$ cat src/rtl/parity_mux_stream_if.sv
// Beat-level bus for parity_mux_stream: input beat with valid/ready, registered output beat.
// slave = the block's view, master = the source/sink driving it.
interface parity_mux_stream_if #(
  parameter int WIDTH    = 4,
  parameter int CHANNELS = 8,
  parameter int CNT_W    = 8
);
  localparam int SEL_W = $clog2(CHANNELS);

  logic [SEL_W-1:0]          sel;
  logic [CHANNELS*WIDTH-1:0] d;
  logic                      in_valid;
  logic                      in_last;
  logic                      in_ready;
  logic                      out_valid;
  logic                      out_ready;
  logic [WIDTH-1:0]          y;
  logic                      y_parity;
  logic                      frame_parity;
  logic                      out_last;
  logic [CNT_W-1:0]          word_count;
  logic                      sel_err;

  modport slave (
    input  sel, d, in_valid, in_last, out_ready,
    output in_ready, out_valid, y, y_parity, frame_parity, out_last, word_count, sel_err
  );

  modport master (
    output sel, d, in_valid, in_last, out_ready,
    input  in_ready, out_valid, y, y_parity, frame_parity, out_last, word_count, sel_err
  );
endinterface

$ cat src/rtl/parity_mux_stream.sv
// Registered N:1 word mux with per-beat parity and running per-frame parity/count.
// Define ODD_PARITY_EN to switch y_parity and frame_parity to odd parity.
module parity_mux_stream #(
  parameter int WIDTH    = 4,
  parameter int CHANNELS = 8,
  parameter int CNT_W    = 8
) (
  input  logic                 clk,
  input  logic                 reset_n,
  parity_mux_stream_if.slave   bus
);
  localparam int SEL_W = $clog2(CHANNELS);
  localparam int SLOTS = 1 << SEL_W;

  typedef enum logic {IDLE, FRAME} state_e;
  state_e state_q, state_d;

  // Select space padded to a power of two; pad slots flag an illegal select.
  logic [SLOTS-1:0][WIDTH-1:0] slot;
  logic [SLOTS-1:0]            slot_ok;

  genvar k;
  generate
    for (k = 0; k < SLOTS; k++) begin : g_slot
      if (k < CHANNELS) begin : g_ch
        assign slot[k]    = bus.d[k*WIDTH +: WIDTH];
        assign slot_ok[k] = 1'b1;
      end else begin : g_pad
        assign slot[k]    = '0;
        assign slot_ok[k] = 1'b0;
      end
    end
  endgenerate

  logic             accept, sel_ok, raw_par, y_par, acc_d;
  logic [WIDTH-1:0] y_d;
  logic [CNT_W-1:0] cnt_d;

  assign bus.in_ready = !bus.out_valid || bus.out_ready;
  assign accept       = bus.in_valid && bus.in_ready;
  assign sel_ok       = slot_ok[bus.sel];
  assign y_d          = sel_ok ? slot[bus.sel] : slot[0];
  assign raw_par      = ^y_d;

`ifdef ODD_PARITY_EN
  assign y_par = ~raw_par;
`else
  assign y_par = raw_par;
`endif

  // frame_parity/word_count registers double as the frame accumulators.
  always_comb begin
    state_d = state_q;
    acc_d   = bus.frame_parity;
    cnt_d   = bus.word_count;
    if (accept) begin
      state_d = bus.in_last ? IDLE : FRAME;
      if (state_q == IDLE) begin
        acc_d = y_par;
        cnt_d = CNT_W'(1);
      end else begin
        acc_d = bus.frame_parity ^ raw_par;
        cnt_d = (&bus.word_count) ? bus.word_count : bus.word_count + 1'b1;
      end
    end
  end

  always_ff @(posedge clk or negedge reset_n) begin
    if (!reset_n) state_q <= IDLE;
    else          state_q <= state_d;
  end

  always_ff @(posedge clk or negedge reset_n) begin
    if (!reset_n) begin
      bus.out_valid    <= 1'b0;
      bus.y            <= '0;
      bus.y_parity     <= 1'b0;
      bus.frame_parity <= 1'b0;
      bus.out_last     <= 1'b0;
      bus.word_count   <= '0;
      bus.sel_err      <= 1'b0;
    end else if (accept) begin
      bus.out_valid    <= 1'b1;
      bus.y            <= y_d;
      bus.y_parity     <= y_par;
      bus.frame_parity <= acc_d;
      bus.out_last     <= bus.in_last;
      bus.word_count   <= cnt_d;
      bus.sel_err      <= bus.sel_err | ~sel_ok;
    end else if (bus.out_ready) begin
      bus.out_valid    <= 1'b0;
    end
  end
endmodule

$ cat src/flat_wrapper.sv
// flat-port wrapper written by rule: the top's interface ports become plain ports
module parity_mux_stream_flat 
#(
  parameter int WIDTH    = 4,
  parameter int CHANNELS = 8,
  parameter int CNT_W    = 8
)
  (clk, reset_n, bus_sel, bus_d, bus_in_valid, bus_in_last, bus_out_ready, bus_in_ready, bus_out_valid, bus_y, bus_y_parity, bus_frame_parity, bus_out_last, bus_word_count, bus_sel_err);
  parity_mux_stream_if #(.WIDTH(WIDTH), .CHANNELS(CHANNELS), .CNT_W(CNT_W)) bus_i ();
  input  logic clk;
  input  logic reset_n;
  input wire logic [$bits(bus_i.sel)-1:0] bus_sel;
  input wire logic [$bits(bus_i.d)-1:0] bus_d;
  input wire logic [$bits(bus_i.in_valid)-1:0] bus_in_valid;
  input wire logic [$bits(bus_i.in_last)-1:0] bus_in_last;
  input wire logic [$bits(bus_i.out_ready)-1:0] bus_out_ready;
  output wire logic [$bits(bus_i.in_ready)-1:0] bus_in_ready;
  output wire logic [$bits(bus_i.out_valid)-1:0] bus_out_valid;
  output wire logic [$bits(bus_i.y)-1:0] bus_y;
  output wire logic [$bits(bus_i.y_parity)-1:0] bus_y_parity;
  output wire logic [$bits(bus_i.frame_parity)-1:0] bus_frame_parity;
  output wire logic [$bits(bus_i.out_last)-1:0] bus_out_last;
  output wire logic [$bits(bus_i.word_count)-1:0] bus_word_count;
  output wire logic [$bits(bus_i.sel_err)-1:0] bus_sel_err;
  assign bus_i.sel = bus_sel;
  assign bus_i.d = bus_d;
  assign bus_i.in_valid = bus_in_valid;
  assign bus_i.in_last = bus_in_last;
  assign bus_i.out_ready = bus_out_ready;
  assign bus_in_ready = bus_i.in_ready;
  assign bus_out_valid = bus_i.out_valid;
  assign bus_y = bus_i.y;
  assign bus_y_parity = bus_i.y_parity;
  assign bus_frame_parity = bus_i.frame_parity;
  assign bus_out_last = bus_i.out_last;
  assign bus_word_count = bus_i.word_count;
  assign bus_sel_err = bus_i.sel_err;
  parity_mux_stream #(.WIDTH(WIDTH), .CHANNELS(CHANNELS), .CNT_W(CNT_W)) u_core (.clk(clk), .reset_n(reset_n), .bus(bus_i));
endmodule
$ cat config.mk
export PLATFORM = sky130hd
export DESIGN_NAME = parity_mux_stream_flat
export DESIGN_NICKNAME = d
export VERILOG_FILES = /design/src/rtl/parity_mux_stream_if.sv /design/src/rtl/parity_mux_stream.sv /design/src/flat_wrapper.sv
export SDC_FILE = /design/constraint.sdc
export NUM_CORES = 1
export LEC_CHECK = 0
export CORE_AREA = 2 2 53 55
export CTS_CLUSTER_SIZE = 28
export DETAILED_ROUTE_END_ITERATION = 12
export DIE_AREA = 0 0 55 57
export PLACE_DENSITY = 0.83
export SLEW_MARGIN = 0
export SYNTH_ARGS = -nofsm -noshare
export SYNTH_HDL_FRONTEND = slang
export SYNTH_SLANG_ARGS = --single-unit
$ cat constraint.sdc
create_clock -name clk -period 5.3 [get_ports clk]
set_clock_uncertainty 0.15 [all_clocks]
set_input_delay 1.325 -clock clk [delete_from_list [all_inputs] [get_ports clk]]
set_output_delay 1.325 -clock clk [all_outputs]
set_load 0.01 [all_outputs]
# [Word-level counts from Yosys, hierarchy flattened]
# Memories as Yosys holds them, arrays and structs flattened.
# Index checks and enable logic that the tools add are counted.
[totals] regBits=18 rom_bits=8 input_bits=40 out_inout_bits=18 n_memories=1
[memory_table] memory="(name not given)" words=8 word_bits=1 read_ports=1 rd_clocked_by_memory_dff=0 wr=0 line="parity_mux_stream.sv:41" text="assign sel_ok = slot_ok[bus.sel];"
[classes] n_addsub=1 magnitude_cmp=1 eq_ne=1 muxes=10 bitwise_logic=3 n_reduce_logical=7
[op_table] operator="8-bit 2-to-1 mux" n=2
[op_table] operator="4-bit binary-select mux with 3-bit select" n=1
[op_table] operator="8-bit by 1-bit adder with 8-bit output, second input constant" n=1
[op_table] operator="4-bit 2-to-1 mux" n=2
[op_table] operator="8-bit AND reduction" n=1
[op_table] operator="1-bit 2-to-1 mux" n=5
[op_table] operator="3-bit by 4-bit less-than comparator with 1-bit output, second input constant" n=1
[op_table] operator="4-bit parity" n=1
[op_table] operator="2-bit inequality test, second input constant" n=1
[op_table] operator="2-bit AND reduction" n=1
[op_table] operator="2-bit nonzero test" n=1
[op_table] operator="1-bit logical AND" n=1
[op_table] operator="1-bit logical NOT" n=1
[op_table] operator="1-bit logical OR" n=1
[op_table] operator="1-bit inverter" n=1
[op_table] operator="1-bit OR" n=1
[op_table] operator="1-bit bitwise XOR" n=1

# [Longest topological paths before layout]
[depth] depth_word=6 mapped_depth=7 ltp_nobuf=6

# [Least setup slack after synthesis]
# Ideal clock, no wire load.
[synth_path] path_kind="input to output" start="in bus_out_ready" end="out bus_in_ready" t_arrival_ns=1.516 required_time_ns=3.825 setup_slack_ns=2.309 cell_stages=1 path_cell_list="nand2b_1"
[synth_via] elab_chain_cells=1
[synth_lines] element="start: declaration" line="flat_wrapper.sv:16" text="input wire logic [$bits(bus_i.out_ready)-1:0] bus_out_ready;"
[synth_lines] element="1-bit logical OR" line="parity_mux_stream.sv:39" text="assign bus.in_ready = !bus.out_valid || bus.out_ready;"
[synth_lines] element="end: declaration" line="flat_wrapper.sv:17" text="output wire logic [$bits(bus_i.in_ready)-1:0] bus_in_ready;"
# No other way between the ends.

# [Worst setup path in the final report]
# Same ends and word-level chain as after synthesis.

==> metrics.md <==
| Metric | Value |
|---|---|
| Cts hold-fix bufs | `0` |
| Hold Crit Class | `flip-flop to flip-flop` |
| Max Slew Vio Count | `0` |
| Sw Share | `30.1%` |
| Clock share of power | `16.6%` |
| Minimum clock period | `3.94 ns` |
| Hold path cells | `2` |
| Nets | `~190` |
| Syn nets | `131` |
| Met3 Use GR | `2.88%` |
| Sequential area share after synthesis | `42.7%` |
| WP data arrival | `approximately 2.5 ns` |
| Dpl cells | `171` |
| Final ANT Viol Nets | `0` |
| Largest net degree at the start of global routing | `18` |
| Hpwl dp | `1910 um` |
| Core area | `2620 um^2` |
| Met1 usage | `17.5%` |
| Post-CTS Setup Bufs | `0` |
| Cell Chain, Critical Path | `clkdlybuf4s50_1 > nand2b_1 > clkdlybuf4s50_1` |
| Max Cap Viol | `0` |
| Routed WL | `2230 um` |
| Num ports | `58` |
| Setup crit start kind | `primary input` |
| Die ar. | `approximately 3100 um^2` |
| Fin cells | `roughly 180` |
| First-pass iteration count of the detailed router | `4` |
| Status | `finished, final reports clean` |
| Count of cell types in the netlist | `24` |
| Residual DRC | `0` |
| Clock sinks | `17` |
| Classification of the worst setup path | `primary input to output pin` |
| RSZ-0062 raised after global routing | `no` |
| Synth Cell Area | `997 um^2` |
| Average routed wire per standard cell | `~13 um` |
| DR vias | `about 920` |
| Die W | `55 um` |
| Register bit total from synthesis | `17` |
| # diodes | `0` |
| CTS tree | `built` |
| Global-route usage over all layers | `about 16%` |
| CTS H-tree depth | `1` |
| Int Pwr | `287 uW` |
| Final worst path period share | `~74%` |
| Setup_tns | `0 ns` |
| WP buf/inv | `2` |
| Routed vias/inst | `5.25` |
| Largest delay contributor family on the critical path | `buffers and inverters` |
| GR peak layer | `met2` |
| Worst path max stage delay | `between 0.5 and 0.6 ns` |
| Most common cell after layout, fill and taps aside | `clkdlybuf4s50_1` |
| CP Depth | `3` |
| Layout area overhead | `59.6%` |
| GR Layer Usage met2 | `29.9%` |
| Critical path's slowest cell | `clkdlybuf4s50_1` |
| Clock Path Buffers | `2` |
| Worst skew pair latency | `between 0.2 and 0.3 ns` |
| Fmax | `0.254 GHz` |
| Iteration-0 DRC Markers | `12` |
| Starting Density | `38.1%` |
| Critical path capture point type | `output pin` |
| Port buffer count | `between 50 and 60` |
| Placer congestion estimate | `0.736` |
| CP most frequent cell | `clkdlybuf4s50_1` |
| Critical Path RT | `3.83 ns` |
| Syn_area_per_cell | `11.1 um^2` |
| Cell count after synthesis | `90` |
| Reg2reg path depth | `6` |
| Worst-margin pin slew | `0.754 ns` |
| Standard-cell rows | `19` |
| Max VDD drop | `160 uV` |
| Fin worst setup slack | `1.36 ns` |
| Synth warn | `0` |
| Clock buffer count from CTS | `3` |
| Post-layout util | `roughly three fifths` |
| CP Max Fanout | `4` |
| Place WS | `1.36 ns` |
| Worst rel slew slack | `roughly half` |
| Reg power frac | `43.8%` |
| Commonest non-fill, non-tap cells in the layout | `clkdlybuf4s50_1, dfrtp_1, nand2_1, nor2_1, mux4_2` |
| Setup violations, final | `0` |
| DIE HEIGHT | `57 um` |
| Clock transition at path regs | `around 0.090 ns` |
| Static Leak | `0.659 nW` |
| Final Hold Viols | `0` |
| Initial antenna violation count | `0` |
| Comb pwr share | `between 30% and 40%` |
| Layout cells sized above 1 | `8.33%` |
| Power Density | `258 nW/um^2` |
| GRT Residual Overflow | `0` |
| Vias in the first global route | `896` |
| # resized after CTS | `0` |
| First-pass GRT wire length | `3690 um` |
| Clk root buf | `clkbuf_4` |
| P_sw | `around 120 uW` |
| Total power draw | `between 400 and 500 uW` |
[per-layer routing]
layer,part of all wire [%],vias up
li1,-,426
met1,33,431
met2,55,59
met3,11,3
met4,1.0,0
met5,0,-
[logic make-up (layout without fill, tap and decap cells)]
logic type | count (synthesis) | after routing | synth area share, %
buffers and inverters | 7 | 61 | 3.51
flip-flops | 17 | 17 | 42.7
adder cells (fa/ha/maj) | 1 | 1 | 1.25
multiplexers | 12 | 12 | 22.1
AO/OA/AOI/OAI | 12 | 12 | 7.65
XOR/XNOR | 9 | 9 | 7.90
other | 1 | 1 | 0.376
AND/OR/NAND/NOR | 31 | 31 | 14.6
[tightest hold or removal path, cell delays in order, from the launching register on]
cell and delay [ns]:
dfrtp_1 0.35, nand2_1 0.06, nand2_1 0.06
[sequential cells by signal (all words and copies together) (netlist names)]
signal / count
u_core.bus.word_count: 8
u_core.bus.y_parity: 1
u_core.bus.out_valid: 1
u_core.bus.y: 4
u_core.bus.frame_parity: 1
u_core.state_q: 1
u_core.bus.out_last: 1
[layout make-up]
class                   count  area (um^2)
clock buffers               4         26.3
fillers                   226         1020
inverters                   1         3.75
multi-input cells          66          537
flip-flops and latches     17          425
well taps                  31         38.8
repair buffers             56          561
[power by group through the flow]
stage / registers, mW / logic, mW / clock network [mW]
final: 0.180 / 0.163 / 0.0680
after global routing: 0.183 / 0.180 / 0.0770
after CTS: 0.180 / 0.165 / 0.0699
after detailed placement: 0.183 / 0.165 / 0
after global placement: 0.181 / 0.160 / 0
after floorplan: 0.188 / 0.0650 / 0
[synthesized netlist by cell type]
library cell,number,area share [%]
buf_4,2,1.5
a21o_1,1,0.75
mux4_2,8,18
and3_1,3,1.9
conb_1,1,0.38
o21ai_0,6,3.0
nand4_1,3,1.9
a21oi_1,3,1.5
mux2i_1,4,4.0
nor2_1,9,3.4
ha_1,1,1.3
clkbuf_1,3,1.1
inv_1,1,0.38
and2_1,1,0.63
nand3b_1,1,0.75
nand2_1,10,3.8
a41oi_2,1,1.6
o21a_1,1,0.75
xnor2_1,4,3.5
dfrtp_1,17,43
nand2b_1,2,1.3
xor2_1,5,4.4
buf_2,1,0.50
nand3_1,2,1.0
[through the flow]
| step | hold slack, ns | instance area (um^2) |
|---|---|---|
| 3_3_place_gp | 0.315 | 1570 |
| 4_1_cts | 0.341 | 1590 |
| 2_1_floorplan | 0.364 | 997 |
| 3_5_place_dp | 0.319 | 1570 |
| 5_1_grt | 0.369 | 1590 |
| 6_report | 0.345 | 1590 |
[final timing paths]
check                                            to  slack [ns]                startpoint
setup / recovery                       bus_in_ready        1.36             bus_out_ready
hold / removal                  u_core.bus.out_last        0.35       u_core.bus.out_last
setup reg to reg           u_core.bus.word_count[5]        3.30  u_core.bus.word_count[0]
hold reg to reg                 u_core.bus.out_last        0.35       u_core.bus.out_last
max in group asynchronous  u_core.bus.word_count[0]        3.21                   reset_n
min in group asynchronous  u_core.bus.word_count[7]        1.32                   reset_n
Note: power is estimated with default switching activity, not from simulation.
